==> src/rtl/add_subt_arbiter.sv <==
// ---------------------------------------------------------------------------
// add_subt_arbiter
// Round-robin arbiter/sequencer that lets two clients time-share one
// floating-point add/subtract unit. The winner's operands are latched, the
// unit is driven through its beg/ready/ack handshake, and the result is
// returned to the owner through the same beg/ready/ack protocol.
//
// Ports
//   clk, reset             : clock (rising edge), async active-high reset
//   beg_req0/1             : level request from client 0/1
//   data_a0/b0, data_a1/b1 : client operands, op0/op1 : 0 add, 1 subtract
//   ack_req0/1             : client has taken its result
//   ready_req0/1           : result valid for client 0/1
//   result0/1              : per-client result registers
//   beg_add_subt           : start pulse to the unit
//   ack_add_subt           : result-taken pulse to the unit
//   add_a, add_b, add_op   : operands / operation to the unit
//   ready_add_subt         : unit result valid
//   add_result             : unit result
//   grant                  : current or last owner
//   busy                   : high in every state except IDLE
//   err_timeout            : sticky watchdog flag
// ---------------------------------------------------------------------------
module add_subt_arbiter #(
   parameter int W       = 32,
   parameter int TIMEOUT = 64
) (
   input  logic         clk,
   input  logic         reset,
   input  logic         beg_req0,
   input  logic         beg_req1,
   input  logic [W-1:0] data_a0,
   input  logic [W-1:0] data_b0,
   input  logic [W-1:0] data_a1,
   input  logic [W-1:0] data_b1,
   input  logic         op0,
   input  logic         op1,
   input  logic         ack_req0,
   input  logic         ack_req1,
   output logic         ready_req0,
   output logic         ready_req1,
   output logic [W-1:0] result0,
   output logic [W-1:0] result1,
   output logic         beg_add_subt,
   output logic         ack_add_subt,
   output logic [W-1:0] add_a,
   output logic [W-1:0] add_b,
   output logic         add_op,
   input  logic         ready_add_subt,
   input  logic [W-1:0] add_result,
   output logic         grant,
   output logic         busy,
   output logic         err_timeout
);

   // Counter only has to reach TIMEOUT-1; it wraps harmlessly when the
   // watchdog is disabled.
   localparam int            CW     = (TIMEOUT > 1) ? $clog2(TIMEOUT) : 1;
   localparam logic [CW-1:0] C_TMAX = CW'((TIMEOUT > 0) ? TIMEOUT - 1 : 0);

   typedef enum logic [2:0] {
      S_IDLE, S_ISSUE, S_WAIT, S_ACK, S_DELIVER
   } state_t;

   state_t        r_state, w_next;
   logic [W-1:0]  r_a, r_b, r_res0, r_res1;
   logic          r_op, r_grant, r_last_grant, r_err;
   logic [CW-1:0] r_cnt;

   logic w_any, w_win, w_ack_g, w_tmo;

   assign w_any   = beg_req0 | beg_req1;
   // On a tie the client that did not own the unit last time wins; a lone
   // request simply wins.
   assign w_win   = (beg_req0 & beg_req1) ? ~r_last_grant : beg_req1;
   // Only the owner's ack counts; the other client's ack is ignored.
   assign w_ack_g = r_grant ? ack_req1 : ack_req0;
   assign w_tmo   = (TIMEOUT != 0) && (r_cnt == C_TMAX);

   // state register
   always_ff @(posedge clk or posedge reset) begin
      if (reset) r_state <= S_IDLE;
      else       r_state <= w_next;
   end

   // next-state decode
   always_comb begin
      w_next = r_state;
      case (r_state)
         S_IDLE:    if (w_any) w_next = S_ISSUE;
         S_ISSUE:   w_next = S_WAIT;
         S_WAIT:    if (ready_add_subt || w_tmo) w_next = S_ACK;
         S_ACK:     w_next = S_DELIVER;
         S_DELIVER: if (w_ack_g) w_next = S_IDLE;
         default:   w_next = S_IDLE;
      endcase
   end

   // datapath registers
   always_ff @(posedge clk or posedge reset) begin
      if (reset) begin
         r_a          <= '0;
         r_b          <= '0;
         r_op         <= 1'b0;
         r_grant      <= 1'b0;
         r_last_grant <= 1'b1;
         r_err        <= 1'b0;
         r_cnt        <= '0;
         r_res0       <= '0;
         r_res1       <= '0;
      end else begin
         case (r_state)
            S_IDLE: begin
               if (w_any) begin
                  r_grant <= w_win;
                  r_a     <= w_win ? data_a1 : data_a0;
                  r_b     <= w_win ? data_b1 : data_b0;
                  r_op    <= w_win ? op1 : op0;
               end
            end
            S_ISSUE: r_cnt <= '0;
            S_WAIT: begin
               if (ready_add_subt) begin
                  if (r_grant) r_res1 <= add_result;
                  else         r_res0 <= add_result;
               end else begin
                  r_cnt <= r_cnt + 1'b1;
                  // abort path: result register deliberately left alone
                  if (w_tmo) r_err <= 1'b1;
               end
            end
            S_DELIVER: if (w_ack_g) r_last_grant <= r_grant;
            default: ;
         endcase
      end
   end

   // Moore outputs
   assign beg_add_subt = (r_state == S_ISSUE);
   assign ack_add_subt = (r_state == S_ACK);
   assign ready_req0   = (r_state == S_DELIVER) && !r_grant;
   assign ready_req1   = (r_state == S_DELIVER) &&  r_grant;
   assign busy         = (r_state != S_IDLE);
   assign add_a        = r_a;
   assign add_b        = r_b;
   assign add_op       = r_op;
   assign grant        = r_grant;
   assign result0      = r_res0;
   assign result1      = r_res1;
   assign err_timeout  = r_err;

endmodule

==> config.mk <==
export PLATFORM = sky130hd
export DESIGN_NAME = add_subt_arbiter
export DESIGN_NICKNAME = d
export VERILOG_FILES = /design/src/rtl/add_subt_arbiter.sv
export SDC_FILE = /design/constraint.sdc
export NUM_CORES = 1
export LEC_CHECK = 0
export ABC_AREA = 1
export CAP_MARGIN = 20
export CORE_ASPECT_RATIO = 0.7
export CORE_MARGIN = 8
export CORE_UTILIZATION = 45
export CTS_CLUSTER_DIAMETER = 200
export CTS_CLUSTER_SIZE = 8
export DETAILED_ROUTE_END_ITERATION = 10
export GPL_TIMING_DRIVEN = 1
export PLACE_DENSITY = 0.86
export SYNTH_ARGS = -nofsm -noshare
export SYNTH_HDL_FRONTEND = slang
export SYNTH_SLANG_ARGS = --single-unit
export TNS_END_PERCENT = 30
==> constraint.sdc <==
create_clock -name clk -period 7.5 [get_ports clk]
set_input_delay 1.5 -clock clk [delete_from_list [all_inputs] [get_ports clk]]
set_output_delay 1.5 -clock clk [all_outputs]
set_load 0.02 [all_outputs]
After elaboration in Yosys (flattened, before gate mapping)
Cells that the tools add are included.
Widths: inputs -> output; s select.
{"block": "totals", "latch_bits": 0, "ramBits": 0, "mem_bits_ro": 0, "n_memories": 0, "in_bits": 169, "regBits": 141}
{"block": "classes", "n_eq_ne": 9, "muxes": 11, "div_mod_pow": 0, "order_cmp": 0, "mul": 0, "bitwise": 5, "n_addsub": 1, "n_shift": 0, "n_reduce_logical": 14}
{"op": "$mux 32", "n": 2}
{"op": "$pmux 3 s5", "n": 1}
{"op": "$pmux 6 s2", "n": 1}
{"op": "$reduce_and 3->1", "n": 4}
{"op": "$mux 3", "n": 3}
{"op": "$ne 2x2->1 const B", "n": 4}
{"op": "$add 6x1->6 const B", "n": 1}
{"op": "$eq 3x2->1 const B", "n": 2}
{"op": "$eq 6x6->1 const B", "n": 1}
{"op": "$mux 6", "n": 1}
{"op": "$reduce_and 2->1", "n": 3}
{"op": "$eq 3x1->1 const B", "n": 1}
{"op": "$eq 3x3->1 const B", "n": 1}
{"op": "$logic_not 3->1", "n": 1}
{"op": "$mux 1", "n": 3}
{"op": "$not 1->1", "n": 3}
{"op": "$reduce_bool 3->1", "n": 1}
{"op": "$logic_and 1x1->1", "n": 2}
{"op": "$reduce_bool 2->1", "n": 1}
{"op": "$and 1x1->1", "n": 1}
{"op": "$logic_not 1->1", "n": 1}
{"op": "$logic_or 1x1->1", "n": 1}
{"op": "$or 1x1->1", "n": 1}

Longest topological paths before layout
{"block": "depth", "depth_word": 4, "depth_mapped": 9}

Worst setup path before layout
Ideal clock, no wire load.
{"block": "synth_path", "path_kind": "register -> output", "startpoint": "register r_state[1]", "endpoint": "output port ready_req0", "path_buffers": 0, "path_slack_ns": 4.934, "t_required_ns": 6.000, "path_stages_with_launch": 4, "arrival_ns": 1.066, "cell_sequence": "dfrtp_1 > nor3_1 > inv_1 > nor2_1"}
{"block": "synth_via", "elab_chain_cells": 2}
{"element": "start: declaration", "line": "65", "source": "state_t r_state, w_next;"}
{"element": "start signal: assignment", "line": "83", "source": "else r_state <= w_next;"}
{"element": "$eq 3x3->1", "line": "141", "source": "assign ready_req0 = (r_state == S_DELIVER) && !r_grant;"}
{"element": "$logic_and 1x1->1", "line": "141"}
{"element": "end: declaration", "line": "40", "source": "output logic ready_req0,"}
No other way between the ends.

Worst setup path after layout
Ends and elaborated chain as after synthesis.

==> parameters.txt <==
Parameter                              Value

Outcome
  Result of the run    complete, no violations

Power
  Proportion of power drawn by the clock network    21.7%
  Sequential power share    30.6%
  P per Cell Area    415 nW/um2
  Cell-internal power    2.58 mW
  Cell leakage power    5.12 nW
  Total power    4.25 mW
  Combinational share of power    47.7%
  Maximum resistive drop on vdd    0.218 mV
  Fraction of power spent switching nets    39.3%
  Net switching power    1.67 mW

CTS
  CTS tree    done
  H-tree levels    4
  Sinks on the clock net    141
  Reg clk slew, reported paths    0.06 ns
  Post-CTS sizing    0
  Post-CTS setup buffer count    0
  Inserted Clock Buffers    17
  Clock latency on the worst-skew pair    0.41 ns
  Cell at the root of the clock tree    clkbuf_16
  Hold Buf Count CTS    0
  Clock buffer depth    2

Cells and area
  Area used by multi-input combinational logic    2510 um2
  Fraction of layout cells with a size suffix above 1    8.17%
  Filler cell count in the final layout    1146
  Layout overhead on the synthesized area    55.1%
  Number of diodes    0
  Final layout net count    1272
  Area used by sequential logic in the layout    3530 um2

Global route
  Global-route layer with the greatest usage    met2
  Total GRT Usage    21.5%
  First-pass GRT wire length    32800 um
  Maximum number of pins on one net before global-route repair    72
  Met3 Resource Use GR    7.16%
  Gr ovfl total    0
  Routing usage on met2    36.0%
  Initial antenna violation count    0
  Met1 track utilization from global routing    24.8%
  Via count of the first global-routing pass    6252

Detailed routing
  DR vias    6133
  Vias per Instance    4.69
  Detailed-route wire length    20600 um
  Iter 0 DRT Violations    401
  First-pass DRT Iterations    4
  Post-DR wirelength/cell    15.7 um
  Drt drc    0
  Final ANT Viol Nets    0

Synth
  Mapped Nets    985
  Number of warnings printed during yosys synthesis    0
  Count of different cell masters after synthesis    24
  Netlist area before placement    6610 um2
  Post-synthesis area per instance    8.11 um2
  Sequential-to-total area share from yosys stat    53.4%
  Cells after Synth    815
  Number of register bits inferred by synthesis    141

Worst setup path
  Kind of critical path    reg2out
  Arrival time at the worst endpoint    2.02 ns
  Critical Path RT    6.00 ns
  Launching element type of the critical path    flop
  Biggest fanout along the worst timing path    5
  Kind of capture point of the worst setup path    output pin

Flow run
  Number of maximum-capacitance violations    0

Floorplanning
  Initial Util    45.5%
  Standard-cell row count    37
  Die extent in x    161 um
  Area enclosed by the die boundary    18900 um2
  Floorplan die height    117 um
  Boundary pin count    305
  Core outline area    14500 um2

Placement
  Final weighted congestion in routability-driven placement    0.835
  Count of input and output buffers    304
  Placement Setup Slack    3.47 ns
  Half-perimeter wire length of the detailed placement result    15100 um

Timing
  Final Hold Violating Endpoints    0
  Setup violation total in the final timing report    0
  Min Clock Period, post-route    3.52 ns
  Setup TNS    0 ns
  Slew margin rel.    41.2%
  Setup repair after global routing missed its margin    false
  FMAX    284 MHz
  Worst clock skew    0.0109 ns
  Hold WS    0.477 ns
  Pins over their slew limit    0
  Smallest setup slack after layout    3.98 ns
  Post-route fraction of the period consumed by the critical path    47.0%
  Transition time of the tightest slew-check pin    0.883 ns

Min path
  Worst hold path type    reg2reg
## state kept, by name, summed over array words and instances, names as in the netlist
register	flops
add_a	32
add_b	32
result0	32
result1	32
r_cnt	6
r_state	3
add_op	1
err_timeout	1
grant	1
r_last_grant	1
## power by group through the flow
stage	sequential (mW)	clock [mW]	combinational, mW
2_1_floorplan	1.67	0	0.766
3_3_place_gp	1.29	0	2.00
3_5_place_dp	1.30	0	2.04
4_1_cts	1.30	0.941	2.04
5_1_grt	1.34	0.976	2.20
6_report	1.30	0.924	2.03
## final timing paths
check	startpoint	end	slack, ns	cells after the start
hold reg to reg	add_b[14]	add_b[14]	0.48	2
hold / removal	add_b[14]	add_b[14]	0.48	2
max in group asynchronous	reset	result1[0]	4.62	3
min in group asynchronous	reset	result1[27]	1.56	2
setup / recovery	r_state[1]	ready_req0	3.98	4
setup reg to reg	r_last_grant	add_b[9]	5.33	9
## cells in the final DEF (no fill, tap or decap), types with 3 or more instances in the layout
cell,n
o21ai_1,24
buf_4,3
inv_2,4
nand2_2,3
inv_6,4
nor2_1,6
clkbuf_16,17
nand3_1,10
clkdlybuf4s50_1,304
nor3_1,3
bufinv_16,5
o21ai_0,6
nand2_1,476
dfrtp_1,140
inv_1,48
o21ai_2,40
## cell type report
class | count | area share [%]
flip-flops and latches | 141 | 34.4
repair buffers | 309 | 30.3
multi-input cells | 579 | 24.5
clock buffers | 18 | 4.28
well taps | 195 | 2.38
clock inverters | 13 | 2.06
inverters | 54 | 2.05
## logic make-up after synthesis
logic type / synth area share [%]
simple gates: 29.4
fa+ha+maj: 0.189
flops: 53.4
xor+xnor: 0.265
compound gates: 8.01
buf+inv: 8.76
## synth_stat cells
cell,n,share of area [%]
a21oi_1,1,0.076
buf_2,7,0.53
buf_4,10,1.1
buf_6,23,3.9
clkbuf_2,1,0.076
dfrtp_1,140,53
dfstp_2,1,0.40
ha_1,1,0.19
inv_1,49,2.8
inv_2,4,0.23
inv_4,1,0.095
nand2_1,477,27
nand2_2,2,0.19
nand3_1,10,0.76
nand3_4,2,0.53
nor2_1,6,0.34
nor2_2,1,0.095
nor2_4,1,0.17
nor3_1,3,0.23
o21ai_0,6,0.45
o21ai_1,24,1.8
o21ai_2,41,5.4
o21bai_1,2,0.23
xor2_1,2,0.26
## per-layer routing
metal	up-vias	routed length [um]
met5	-	0
met4	0	644
met3	44	1660
met2	223	10100
met1	2811	8130
li1	3055	-
## worst max-delay path, cell delays in order, from the launching register on
cell and delay (ns):
dfrtp_1 0.45, nor3_1 0.32, inv_1 0.10, nor2_1 0.10, clkdlybuf4s50_1 0.66
## through the flow
| step | util, % | instance area (um2) | cells |
|---|---|---|---|
| floorplan | - | 6610 | 815 |
| global placement | 65.8 | 9560 | 1276 |
| detailed placement | 65.8 | 9560 | 1276 |
| CTS | 70.3 | 10200 | 1307 |
| global route | 70.5 | 10300 | 1309 |
| finish | 70.5 | 10300 | 1309 |
Note: power is estimated with default switching activity, not from simulation.
